$ cat src/rtl/frame_scheduler_if.sv
// frame_scheduler_if: raster/game-logic handshake bundle for frame_scheduler
//   master: raster timing + game logic side (drives i_*, observes o_*)
//   slave : frame_scheduler (observes i_*, drives o_*)
interface frame_scheduler_if #(
  parameter int FRAME_CNT_WIDTH = 16,
  parameter int OVR_CNT_WIDTH   = 8
);
  logic                       i_vs;
  logic                       i_de;
  logic                       i_pause;
  logic                       i_update_done;
  logic                       i_overrun_clr;
  logic                       o_update_start;
  logic                       o_commit;
  logic                       o_busy;
  logic [FRAME_CNT_WIDTH-1:0] o_frame_count;
  logic                       o_overrun;
  logic [OVR_CNT_WIDTH-1:0]   o_overrun_count;
  modport master (
    output i_vs, i_de, i_pause, i_update_done, i_overrun_clr,
    input  o_update_start, o_commit, o_busy, o_frame_count, o_overrun, o_overrun_count
  );
  modport slave (
    input  i_vs, i_de, i_pause, i_update_done, i_overrun_clr,
    output o_update_start, o_commit, o_busy, o_frame_count, o_overrun, o_overrun_count
  );
endinterface

$ cat src/rtl/frame_scheduler.sv
// frame_scheduler: one game-state update per frame slot, tear-free commit at frame boundaries
//   clk_rgb : pixel clock
//   rst     : synchronous active-high reset
//   bus     : i_vs/i_de raster timing, i_pause, i_update_done, i_overrun_clr in;
//             o_update_start/o_commit pulses, o_busy, o_frame_count, o_overrun, o_overrun_count out
module frame_scheduler #(
  parameter int UPDATE_DIV      = 1,
  parameter int FRAME_CNT_WIDTH = 16,
  parameter int OVR_CNT_WIDTH   = 8
) (
  input  logic             clk_rgb,
  input  logic             rst,
  frame_scheduler_if.slave bus
);
  localparam int DIV_W = UPDATE_DIV > 1 ? $clog2(UPDATE_DIV) : 1;
  typedef enum logic [1:0] {IDLE, UPDATE, LATE, PENDING} state_t;
  state_t                     r_state, w_next;
  logic                       r_vs_q, r_de_q;
  logic [DIV_W-1:0]           r_div_cnt;
  logic                       r_update_start, r_commit, r_busy, r_overrun;
  logic [FRAME_CNT_WIDTH-1:0] r_frame_count;
  logic [OVR_CNT_WIDTH-1:0]   r_overrun_count;
  logic                       w_vs_rise, w_de_rise, w_eligible, w_start, w_commit, w_miss;
  assign w_vs_rise  = bus.i_vs & ~r_vs_q;
  assign w_de_rise  = bus.i_de & ~r_de_q;
  assign w_eligible = (r_div_cnt == '0) & ~bus.i_pause;
  // A late update is held in PENDING so its commit lands on the next frame boundary, never mid-frame.
  always_comb begin
    w_next   = r_state;
    w_start  = 1'b0;
    w_commit = 1'b0;
    w_miss   = 1'b0;
    case (r_state)
      IDLE: if (w_vs_rise && w_eligible) begin
        w_next  = UPDATE;
        w_start = 1'b1;
      end
      UPDATE: if (bus.i_update_done) begin
        w_next   = IDLE;
        w_commit = 1'b1;
      end else if (w_de_rise || w_vs_rise) begin
        w_next = LATE;
        w_miss = 1'b1;
      end
      LATE: w_next = bus.i_update_done ? PENDING : LATE;
      PENDING: if (w_vs_rise) begin
        w_commit = 1'b1;
        w_start  = w_eligible;
        w_next   = w_eligible ? UPDATE : IDLE;
      end
      default: w_next = IDLE;
    endcase
  end
  // vs_q/de_q reset high so levels already asserted at reset release do not count as edges.
  always_ff @(posedge clk_rgb) begin
    if (rst) begin
      r_state         <= IDLE;
      r_vs_q          <= 1'b1;
      r_de_q          <= 1'b1;
      r_div_cnt       <= '0;
      r_update_start  <= 1'b0;
      r_commit        <= 1'b0;
      r_busy          <= 1'b0;
      r_frame_count   <= '0;
      r_overrun       <= 1'b0;
      r_overrun_count <= '0;
    end else begin
      r_state        <= w_next;
      r_vs_q         <= bus.i_vs;
      r_de_q         <= bus.i_de;
      r_update_start <= w_start;
      r_commit       <= w_commit;
      r_busy         <= w_next != IDLE;
      if (w_vs_rise) begin
        r_div_cnt     <= (r_div_cnt == DIV_W'(UPDATE_DIV - 1)) ? '0 : r_div_cnt + 1'b1;
        r_frame_count <= r_frame_count + 1'b1;
      end
      if (w_miss) begin
        r_overrun       <= 1'b1;
        r_overrun_count <= bus.i_overrun_clr ? OVR_CNT_WIDTH'(1) :
                           (&r_overrun_count ? r_overrun_count : r_overrun_count + 1'b1);
      end else if (bus.i_overrun_clr) begin
        r_overrun       <= 1'b0;
        r_overrun_count <= '0;
      end
    end
  end
  assign bus.o_update_start  = r_update_start;
  assign bus.o_commit        = r_commit;
  assign bus.o_busy          = r_busy;
  assign bus.o_frame_count   = r_frame_count;
  assign bus.o_overrun       = r_overrun;
  assign bus.o_overrun_count = r_overrun_count;
endmodule
$ cat src/flat_wrapper.sv
// flat-port wrapper written by rule: the top's interface ports become plain ports
module frame_scheduler_flat 
#(
  parameter int UPDATE_DIV      = 1,
  parameter int FRAME_CNT_WIDTH = 16,
  parameter int OVR_CNT_WIDTH   = 8
)
  (clk_rgb, rst, bus_i_vs, bus_i_de, bus_i_pause, bus_i_update_done, bus_i_overrun_clr, bus_o_update_start, bus_o_commit, bus_o_busy, bus_o_frame_count, bus_o_overrun, bus_o_overrun_count);
  frame_scheduler_if #(.FRAME_CNT_WIDTH(FRAME_CNT_WIDTH), .OVR_CNT_WIDTH(OVR_CNT_WIDTH)) bus_i ();
  input  logic clk_rgb;
  input  logic rst;
  input wire logic [$bits(bus_i.i_vs)-1:0] bus_i_vs;
  input wire logic [$bits(bus_i.i_de)-1:0] bus_i_de;
  input wire logic [$bits(bus_i.i_pause)-1:0] bus_i_pause;
  input wire logic [$bits(bus_i.i_update_done)-1:0] bus_i_update_done;
  input wire logic [$bits(bus_i.i_overrun_clr)-1:0] bus_i_overrun_clr;
  output wire logic [$bits(bus_i.o_update_start)-1:0] bus_o_update_start;
  output wire logic [$bits(bus_i.o_commit)-1:0] bus_o_commit;
  output wire logic [$bits(bus_i.o_busy)-1:0] bus_o_busy;
  output wire logic [$bits(bus_i.o_frame_count)-1:0] bus_o_frame_count;
  output wire logic [$bits(bus_i.o_overrun)-1:0] bus_o_overrun;
  output wire logic [$bits(bus_i.o_overrun_count)-1:0] bus_o_overrun_count;
  assign bus_i.i_vs = bus_i_vs;
  assign bus_i.i_de = bus_i_de;
  assign bus_i.i_pause = bus_i_pause;
  assign bus_i.i_update_done = bus_i_update_done;
  assign bus_i.i_overrun_clr = bus_i_overrun_clr;
  assign bus_o_update_start = bus_i.o_update_start;
  assign bus_o_commit = bus_i.o_commit;
  assign bus_o_busy = bus_i.o_busy;
  assign bus_o_frame_count = bus_i.o_frame_count;
  assign bus_o_overrun = bus_i.o_overrun;
  assign bus_o_overrun_count = bus_i.o_overrun_count;
  frame_scheduler #(.UPDATE_DIV(UPDATE_DIV), .FRAME_CNT_WIDTH(FRAME_CNT_WIDTH), .OVR_CNT_WIDTH(OVR_CNT_WIDTH)) u_core (.clk_rgb(clk_rgb), .rst(rst), .bus(bus_i));
endmodule
$ cat config.mk
export PLATFORM = sky130hd
export DESIGN_NAME = frame_scheduler_flat
export DESIGN_NICKNAME = d
export VERILOG_FILES = /design/src/rtl/frame_scheduler_if.sv /design/src/rtl/frame_scheduler.sv /design/src/flat_wrapper.sv
export SDC_FILE = /design/constraint.sdc
export NUM_CORES = 1
export LEC_CHECK = 0
export CAP_MARGIN = 25
export CORE_UTILIZATION = 45
export CTS_CLUSTER_DIAMETER = 60
export DETAILED_ROUTE_END_ITERATION = 6
export PLACE_DENSITY = 0.74
export SYNTH_ARGS = -nofsm -noshare
export SYNTH_HDL_FRONTEND = slang
export SYNTH_SLANG_ARGS = --single-unit
$ cat constraint.sdc
create_clock -name clk_rgb -period 1.9 [get_ports clk_rgb]
set_clock_uncertainty 0.15 [all_clocks]
set_input_delay 0.38 -clock clk_rgb [delete_from_list [all_inputs] [get_ports clk_rgb]]
set_output_delay 0.38 -clock clk_rgb [all_outputs]
set_load 0.005 [all_outputs]
# ---- Word-level counts from Yosys, hierarchy flattened
# Cells that the tools add are included.
dict set report classes {
  muxes 23
  n_reduce_logical 7
  n_addsub 3
  bitwise 7
  n_eq_ne 4
}
# op n
set op_table {}
lappend op_table {{two-way mux 8 bit} 4}
lappend op_table {{adder 16 x 1 -> 16 bit (second input constant)} 1}
lappend op_table {{two-way mux 1 bit} 12}
lappend op_table {{adder 8 x 1 -> 8 bit (second input constant)} 1}
lappend op_table {{two-way mux 2 bit} 4}
lappend op_table {{one-hot mux 2 bit (4 select lines)} 1}
lappend op_table {{AND reduction 8 bit} 1}
lappend op_table {{== test 2 bit (second input constant)} 2}
lappend op_table {{NOT 1 bit} 4}
lappend op_table {{one-hot mux 1 bit (2 select lines)} 2}
lappend op_table {{nonzero test 2 bit} 2}
lappend op_table {{AND 1 bit} 3}
lappend op_table {{== test 2 x 1 -> 1 bit (second input constant)} 1}
lappend op_table {{logical NOT 2 bit} 1}
lappend op_table {{inequality test 2 bit (second input constant)} 1}
lappend op_table {{AND reduction 2 bit} 1}
lappend op_table {{adder 1 bit (second input constant)} 1}
lappend op_table {{logical AND 1 bit} 1}
lappend op_table {{logical OR 1 bit} 1}
dict set report totals {
  word_cells 54
  ff_bits 33
  input_bits 7
}

# ---- Depth between registers and ports, before layout
# Gate-level depths: netlist of the first run.
dict set report depth {
  word_depth 8
  ltp_mapped 6
}

# ---- Worst setup path before layout of the first run
# Ideal clock, no wire load.
dict set report synth_path {
  path_kind {flip-flop to flip-flop}
  from {register u_core.r_frame_count[3] (netlist: u_core.bus.o_frame_count[3])}
  to {register u_core.r_frame_count[15] (netlist: u_core.bus.o_frame_count[15])}
  required_time_ns 1.627
  path_slack_ns 0.157
  stages_incl_launch_ff 5
  t_arrival_ns 1.470
  setup_time_ns 0.123
  path_buffers 0
  cell_sequence {dfxtp_1 > nand4_1 > nor4_4 > nor3b_1 > mux2_1}
}
dict set report synth_via {
  elab_chain_cells 1
}
# item line_no
set synth_rtl {}
lappend synth_rtl {{start: declaration} frame_scheduler.sv:21} ;# logic [FRAME_CNT_WIDTH-1:0] r_frame_count;
lappend synth_rtl {{start signal: assignment} frame_scheduler.sv:76} ;# r_frame_count <= r_frame_count + 1'b1;
lappend synth_rtl {{adder 16 x 1 -> 16 bit} frame_scheduler.sv:76}
# Every way passes these cells.
# A chain may end at the register's enable or synchronous reset.

# ---- Worst setup path after layout of the first run
dict set report layout_path {
  from {input port bus_i_vs}
  to {register u_core.r_frame_count[15] (netlist: u_core.bus.o_frame_count[15])}
}
dict set report layout_via {
  elab_chain_cells 1
}
# item line_no
set layout_rtl {}
lappend layout_rtl {{start: declaration} flat_wrapper.sv:12} ;# input wire logic [$bits(bus_i.i_vs)-1:0] bus_i_vs;
lappend layout_rtl {{AND 1 bit} frame_scheduler.sv:24} ;# assign w_vs_rise = bus.i_vs & ~r_vs_q;
# Every way passes these cells.

==> results of run 1 <==
## synthesized netlist by cell type (2+ instances only)
cell	count	share of area (%)
nor3_1	4	1.3
mux2_2	2	1.4
nand3_1	10	3.2
a211oi_1	3	1.4
xor2_1	6	3.4
or2_2	3	1.2
or3_1	2	0.80
a21oi_1	10	3.2
nor2b_1	7	2.8
dfxtp_1	32	41
nand3b_1	2	0.96
clkbuf_1	4	0.96
nor2_1	21	5.1
nand2_1	12	2.9
nand4_1	5	2.0
and4_1	3	1.7
o21ai_0	5	1.6
ha_1	6	4.8
a31oi_1	2	0.80
inv_1	4	0.96
nor3b_1	2	0.96
or4_1	2	0.96
nand2b_1	4	1.6
xnor2_1	4	2.2
## area by class of cell
type | instances | area, um^2 | share of cell area (%)
Clock buffer | 6 | 41.3 | 1.88
Clock inverter | 2 | 35.0 | 1.60
Inverter | 4 | 15.0 | 0.684
Multi-Input combinational cell | 134 | 886 | 40.3
Sequential cell | 32 | 648 | 29.5
Tap cell | 46 | 57.6 | 2.62
Timing Repair Buffer | 57 | 513 | 23.4
## metrics by stage
stage | TNS (ns) | instance area (um^2)
after floorplan | 0 | 1560
after global placement | -2.74 | 2080
after detailed placement | -3.28 | 2080
after CTS | 0 | 2160
after global routing | -0.00580 | 2200
final | 0 | 2200
## logic make-up after synthesis
kind of cell,after synthesis
AO/OA/AOI/OAI,31
XOR/XNOR,10
adder cells (fa/ha/maj),6
buffers and inverters,11
flip-flops,32
multiplexers,3
AND/OR/NAND/NOR,84
## per-layer routing
metal  vias up  track usage (%)  part of all wire [%]
li1        746                -                     -
met1       681             22.7                    43
met2        47             37.4                    51
met3         5             5.33                   4.2
met4         0             8.12                   1.7
met5         -                0                     0
## placed cells by master, fill, tap and decap left out, types with 4 or more instances in the layout
master and count:
dfxtp_1 26, xor2_1 6, clkdlybuf4s50_1 34, nand2b_1 4, xnor2_1 4, buf_4 23, nor3_1 4, clkbuf_4 5
nand4_1 5, o21ai_0 5, nand3_1 10, ha_1 5, nor2_1 21, dfxtp_2 6, nor2b_1 7, a21oi_1 9
nand2_1 12
## worst paths after layout
path / start / endpoint / slack, ns
setup / recovery: bus_i_vs / u_core.bus.o_frame_count[15]$_SDFFE_PP0P_ / 0.06
hold / removal: u_core.bus.o_overrun$_SDFFE_PP0P_ / u_core.bus.o_overrun$_SDFFE_PP0P_ / 0.33
setup reg to reg: u_core.r_state[1]$_SDFF_PP0_ / u_core.bus.o_overrun_count[4]$_SDFFE_PP0P_ / 0.09
hold reg to reg: u_core.bus.o_overrun$_SDFFE_PP0P_ / u_core.bus.o_overrun$_SDFFE_PP0P_ / 0.33
## where the power goes
part / internal (mW) / switching, mW
logic: 0.0433 / 0.0358
clock network: 0.276 / 0.248
registers: 0.677 / 0.00512
total: 0.996 / 0.289
## worst max-delay path, delay by kind of cell
| family | cells | cell delay, ns |
|---|---|---|
| simple gates | 3 | 0.70 |
| buf+inv | 1 | 0.49 |
| mux | 1 | 0.35 |
## timing repair
item,4_1_cts,5_1_grt
gates resized for setup,0,11
endpoints found under the setup margin,0,13
hold endpoints to repair,0,0
setup buffers,0,2
==> results, run 1 <==
- The run finished with clean final reports.
- The count of placed standard cells including taps is 271.
- The first global-routing pass estimated 5640 um of wire.
- After synthesis, the largest family of logic cells by area is simple AND/OR/NAND/NOR gates.
- The maximum level of the CTS H-tree is 2.
- For this block, the routed nets add up to 3470 um of wire.
- The most used flip-flop cell after synthesis is dfxtp_1.
- On the worst path, the slowest cell contributes a delay of 0.49 ns.
- The number of hold buffers added after CTS was 0.
- The number of failing setup endpoints in the final timing report is 0.
- STA classifies the critical path endpoint as a register.
- The number of hold violations in the final report is 0.
- 0 antenna diodes ended up in the layout.
- The transition time of the tightest slew-check pin is 0.336 ns.
- The average wire per standard cell is 12.3 um.
- The parity-gate share of the synthesized area counting xor and xnor cells is 5.62%.
- Pin placement for this block handled 35 I/O pins.
- The synthesized area is 0.00156 mm^2.
- The worst path setup slack after routing is 0.0597 ns.
- The min-delay analysis places its worst path in the category reg2reg.
- Walking the worst path, the cells encountered are clkdlybuf4s50_1 > nand3b_1 > nor4_4 > nor3b_1 > mux2_1.
- Among all stages on the critical path, the largest delay is contributed by clkdlybuf4s50_1.
- The number of global-route vias before repair is 1403.
- The routed layout has 1479 vias.
- Summing the areas of all compound-gate instances in the mapped netlist gives 13.1% of the synthesized area.
- The number of antenna violations at the first check in global routing is 0.
- Along the worst hold path, the cell count comes to 2.
- Entering global routing, the biggest net connects 27 pins.
- The number of pins with negative max-slew slack in the final report is 0.
- The area overhead of the layout relative to synthesis is 40.9%.
- The proportion of synthesized area in mux cells is 2.17%.
- The final core utilization is 65.8%.
- The total die area is 0.00370 mm^2.
- The mean cell area of the mapped netlist is 8.81 um^2.
- The number of flip-flops under the largest register name is 16.
- The cell count after synthesis is 177.
- The net count after synthesis is 190.
- The relative slew slack is 77.3%.
- The vias per cell is 5.26.
- Measured in cells, the most critical reg-to-reg path has a length of 6.
- The type of the worst setup path is in2reg.
- The signal arrival time at the worst endpoint is 1.93 ns.
- After clock tree synthesis, the clock-pin slew on the worst setup and hold paths is 0.11 ns.
- After the last flow step, the layout net total stands at 247.
- After detailed routing, the number of remaining DRC violations is 0.
- The worst setup slack after placement is -0.312 ns.
- In this run, synthesis produced a sequential element count of 32.
- The timing-limited maximum frequency is 0.543 GHz.
- The starting density of the core is 46.7%.
- The number of fill cells in the layout is 300.
- Of the synthesized area, sequential elements account for 41.1%.
- The deepest clock path buffer count is 2.
- The total routing resource utilization after global routing is 20.5%.
- On the final layout, the worst hold slack is 0.325 ns.
- The routability-driven placement congestion ratio is 0.826.
- Detailed placement ended at an HPWL of 2530 um.
- The number of search-and-repair iterations in the first detailed-routing pass is 4.
- The TritonCTS clock tree is built.
- The clock tree root driver cell is clkbuf_4.
- The floorplan step set the die width to 60.9 um.
- Summing internal, switching and leakage power gives 1.28 mW.
- In the final layout, the share of cells above drive strength 1 is 21.3%.
- The placeable core area is 0.00334 mm^2.
- For this run, the number of standard cells in the final layout without fillers is 281.
- The total grt overflow is 0.
- In this run, distinct cell masters in the synthesized netlist total 46.
- The launching element type of the critical path is an input pin.
- Port buffering added 34 buffers.
- The detailed router finished its first iteration with 86 violations.
- The required time of the worst setup path is 1.98 ns.
- The share of synthesized registers carrying an async set or reset is 0%.
- The simple-gate area share of the yosys netlist is 30.0%.
- The count of flip-flops with a built-in enable after synthesis is 0.
- The cell area power density is 585 mW/mm^2.
- The max-cap check violation count is 0.
- The synthesis warning total is 0.
- The portion of the clock cycle consumed by the worst path in the final layout is 96.9%.
- The cell row count is 21.
- The count of nets left with antenna violations once routing finished came out at 0.
- Clock tree synthesis inserted a total of 5 buffers.
- The clock net in this run drives a total of 32 sinks.
- The smallest clock period supported by the final layout is computed as 1.84 ns.
- The leakage power is 0.810 nW.
- The share of synthesized cell area in full adder, half adder and majority cells is 4.82%.
- VDD sags by at most 0.000366 V.
- The floorplan step set the die height to 60.9 um.
- The maximum fanout along the worst path is 2.
- The later pin in the worst-skew pair is clocked with a latency of 0.34 ns.
Power figures use the tool's default switching activity.
==> inputs of run 2 (changes only) <==
- SETUP_SLACK_MARGIN: unset -> 0.4
==> run 2 against run 1 <==
  * Critical path depth up 1
  * Critical path type is now reg2reg
  * Design area up 19%
  * Combinational power up 33%
  * Largest cell class unchanged
  * Sequential power down 2%
  * Setup slack better by 0.13 ns
==> results, run 2 (synthesis results as in run 1) <==
- The deepest clock path buffer count is 2 (unchanged).
- The number of pins with negative max-slew slack in the final report is 0 (unchanged).
- The clock transition at the registers of the reported paths is 0.10 ns (was 0.11 ns).
- The area overhead of the layout relative to synthesis is 67.7% (was 40.9%).
- The total inserted antenna cells came to 0 (unchanged).
- The global-route wire length before repair is 6700 um (was 5640 um).
- The number of routed nets with antenna violations is 0 (unchanged).
- The fraction of power consumed by combinational cells is 8.8% (was 6.2%).
- The total grt overflow is 0 (unchanged).
- The number of ports placed on the die boundary is 35 (unchanged).
- The final routed DRC violation total is 0 (unchanged).
- The timing-limited maximum frequency came to 0.585 GHz (was 0.543 GHz).
- The endpoint class of the critical path is a register (unchanged).
- The quantity of I/O buffers inserted on ports is 34 (unchanged).
- The leakage power was 1.12 nW (was 0.810 nW).
- The pin count of the biggest net entering global routing is 17 (was 27).
- The cell row count was 21 (unchanged).
- The TritonCTS clock tree is built (unchanged).
- The final wirelength was 4630 um (was 3470 um).
- The hold-fix buffer count after cts is 0 (unchanged).
- The cell area power density came to 456 mW/mm^2 (was 585 mW/mm^2).
- The total die area was 0.00370 mm^2 (unchanged).
- The register share of total power is 55.8% (was 53.1%).
- The average wire per standard cell came to 15.1 um (was 12.3 um).
- The number of fill cells in the layout is 229 (was 300).
- The switching part of the total power came to 24.6% (was 22.5%).
- The launching element type of the critical path is a register (was input pin).
- The vias per cell came to 5.48 (was 5.26).
- The max-cap check violation count is 0 (unchanged).
- The maximum ir drop on the vdd rail was 0.000420 V (was 0.000366 V).
- The placeable core area is 0.00334 mm^2 (unchanged).
- The number of global-route vias before repair is 1517 (was 1403).
- The die height is 60.9 um (unchanged).
- The die width came to 60.9 um (unchanged).
- The maximum fanout along the worst path is 3 (was 2).
- The total cell area at the placement stage is 0.00213 mm^2 (was 0.00208 mm^2).
- The most frequent standard cell in the layout excluding fill and tap cells is buf_4 (was clkdlybuf4s50_1).
- The total routing resource utilization after global routing is 24.9% (was 20.5%).
- The clock latency of the later-clocked register in the worst-skew pair came to 0.33 ns (was 0.34 ns).
- The number of search-and-repair iterations in the first detailed-routing pass is 4 (unchanged).
- The worst path setup slack after routing is 0.191 ns (was 0.0597 ns).
- The type of the worst setup path is reg2reg (was in2reg).
- The required time of the worst setup path is 2.02 ns (was 1.98 ns).
- The count of cells along the worst register-to-register path is 6 (unchanged).
- The relative slew slack was 76.8% (was 77.3%).
- The design area is 0.00262 mm^2 (was 0.00220 mm^2).
- Most used cells in the layout excluding fill and tap cells: 42 x buf_4, 19 x nor2_1, 19 x dlygate4sd2_1, 15 x dfxtp_2, 13 x dfxtp_4 (was 34 x clkdlybuf4s50_1, 26 x dfxtp_1, 23 x buf_4, 21 x nor2_1, 12 x nand2_1).
- The transition time of the tightest slew-check pin was 0.343 ns (was 0.336 ns).
- The worst hold path stage count is 2 (unchanged).
- The signal arrival time at the worst endpoint came to 1.83 ns (was 1.93 ns).
- The share of post-route cells with drive strength above 1 was 48.7% (was 21.3%).
- The final HPWL from detailed placement was 2670 um (was 2530 um).
- The number of flip-flops under the largest register name is 16 (unchanged).
- The number of sinks handled by clock tree synthesis is 32 (unchanged).
- The total design power was 1.19 mW (was 1.28 mW).
- The number of vias after detailed routing came to 1682 (was 1479).
- The starting density of the core was 46.7% (unchanged).
- The routability-driven placement congestion ratio is 0.835 (was 0.826).
- The clock tree root driver cell was clkbuf_4 (unchanged).
- The portion of the clock cycle consumed by the worst path in the final layout is 89.9% (was 96.9%).
- The final-stage net count is 273 (was 247).
- The part of the power in the clock network is 35.4% (was 40.8%).
- The worst setup slack after placement was -0.329 ns (was -0.312 ns).
- The number of hold violations in the final report is 0 (unchanged).
- Status: finished, final reports clean (unchanged).
- Setup repair after global routing could not meet its margin everywhere.
- The number of antenna violations at the first check in global routing is 0 (unchanged).
- The net switching power figure is 293 uW (was 289 uW).
- The classification of the worst-slack hold path was in2reg (was reg2reg).
- The maximum level of the CTS H-tree was 2 (unchanged).
- The cell internal power dissipation came to 899 uW (was 996 uW).
- The number of DRC violations after detailed-routing iteration 0 came to 136 (was 86).
- The final critical-path required period is 1.71 ns (was 1.84 ns).
- The number of buffers added by the clock tree synthesis step came to 5 (unchanged).
- The number of failing setup endpoints in the final timing report is 0 (unchanged).
- The worst hold-check slack came to 0.240 ns (was 0.325 ns).
[run 2: layout make-up]
cell class | count | area, um^2 | share of cell area [%]
Multi-Input combinational cell | 134 | 1060 | 40.7
Sequential cell | 32 | 708 | 27.1
Timing Repair Buffer | 83 | 708 | 27.1
Clock buffer | 8 | 58.8 | 2.25
Tap cell | 46 | 57.6 | 2.20
Inverter | 4 | 17.5 | 0.670
[run 2: what timing repair did]
| item | in CTS | in global routing |
|---|---|---|
| resized for setup | 72 | 40 |
| pin swaps | 13 | 14 |
| endpoints found under the setup margin | 52 | 34 |
| buffers inserted | 27 | 6 |
[run 2: through the flow]
stage | util (%) | cells | setup TNS (ns)
floorplan | - | 177 | 0
global placement | 63.7 | 266 | -1.84
detailed placement | 63.7 | 266 | -3.07
CTS | 73.5 | 301 | 0
global route | 78.4 | 307 | 0
finish | 78.4 | 307 | 0
[run 2: power by group through the flow]
stage	Clock [mW]	Combinational, mW	Sequential, mW
detailed placement	0	0.0829	0.696
CTS	0.422	0.0927	0.665
global route	0.459	0.111	0.666
floorplan	0	0.0396	0.695
global placement	0	0.0796	0.695
finish	0.422	0.105	0.665
[run 2: critical path: stages, from the launching register on]
cell      delay (ns)
dfxtp_4         0.38
inv_4           0.08
ha_4            0.16
nand2b_4        0.06
a21o_1          0.19
or4_4           0.52
a21oi_2         0.12
[run 2: per-layer routing]
| layer | global-route usage, % | vias up | part of all wire, % |
|---|---|---|---|
| met2 | 45.8 | 54 | 53 |
| met3 | 5.33 | 9 | 4.1 |
| li1 | - | 797 | - |
| met1 | 27.7 | 822 | 42 |
| met4 | 9.74 | 0 | 1.6 |
| met5 | 0 | - | 0 |
[run 2: final timing paths]
kind / slack [ns] / startpoint / end
setup / recovery: 0.19 / u_core.r_state[1]$_SDFF_PP0_ / u_core.bus.o_overrun_count[4]$_SDFFE_PP0P_
hold / removal: 0.24 / bus_i_de / u_core.r_de_q$_SDFF_PP1_
setup reg to reg: 0.19 / u_core.r_state[1]$_SDFF_PP0_ / u_core.bus.o_overrun_count[4]$_SDFFE_PP0P_
hold reg to reg: 0.36 / u_core.bus.o_overrun$_SDFFE_PP0P_ / u_core.bus.o_overrun$_SDFFE_PP0P_
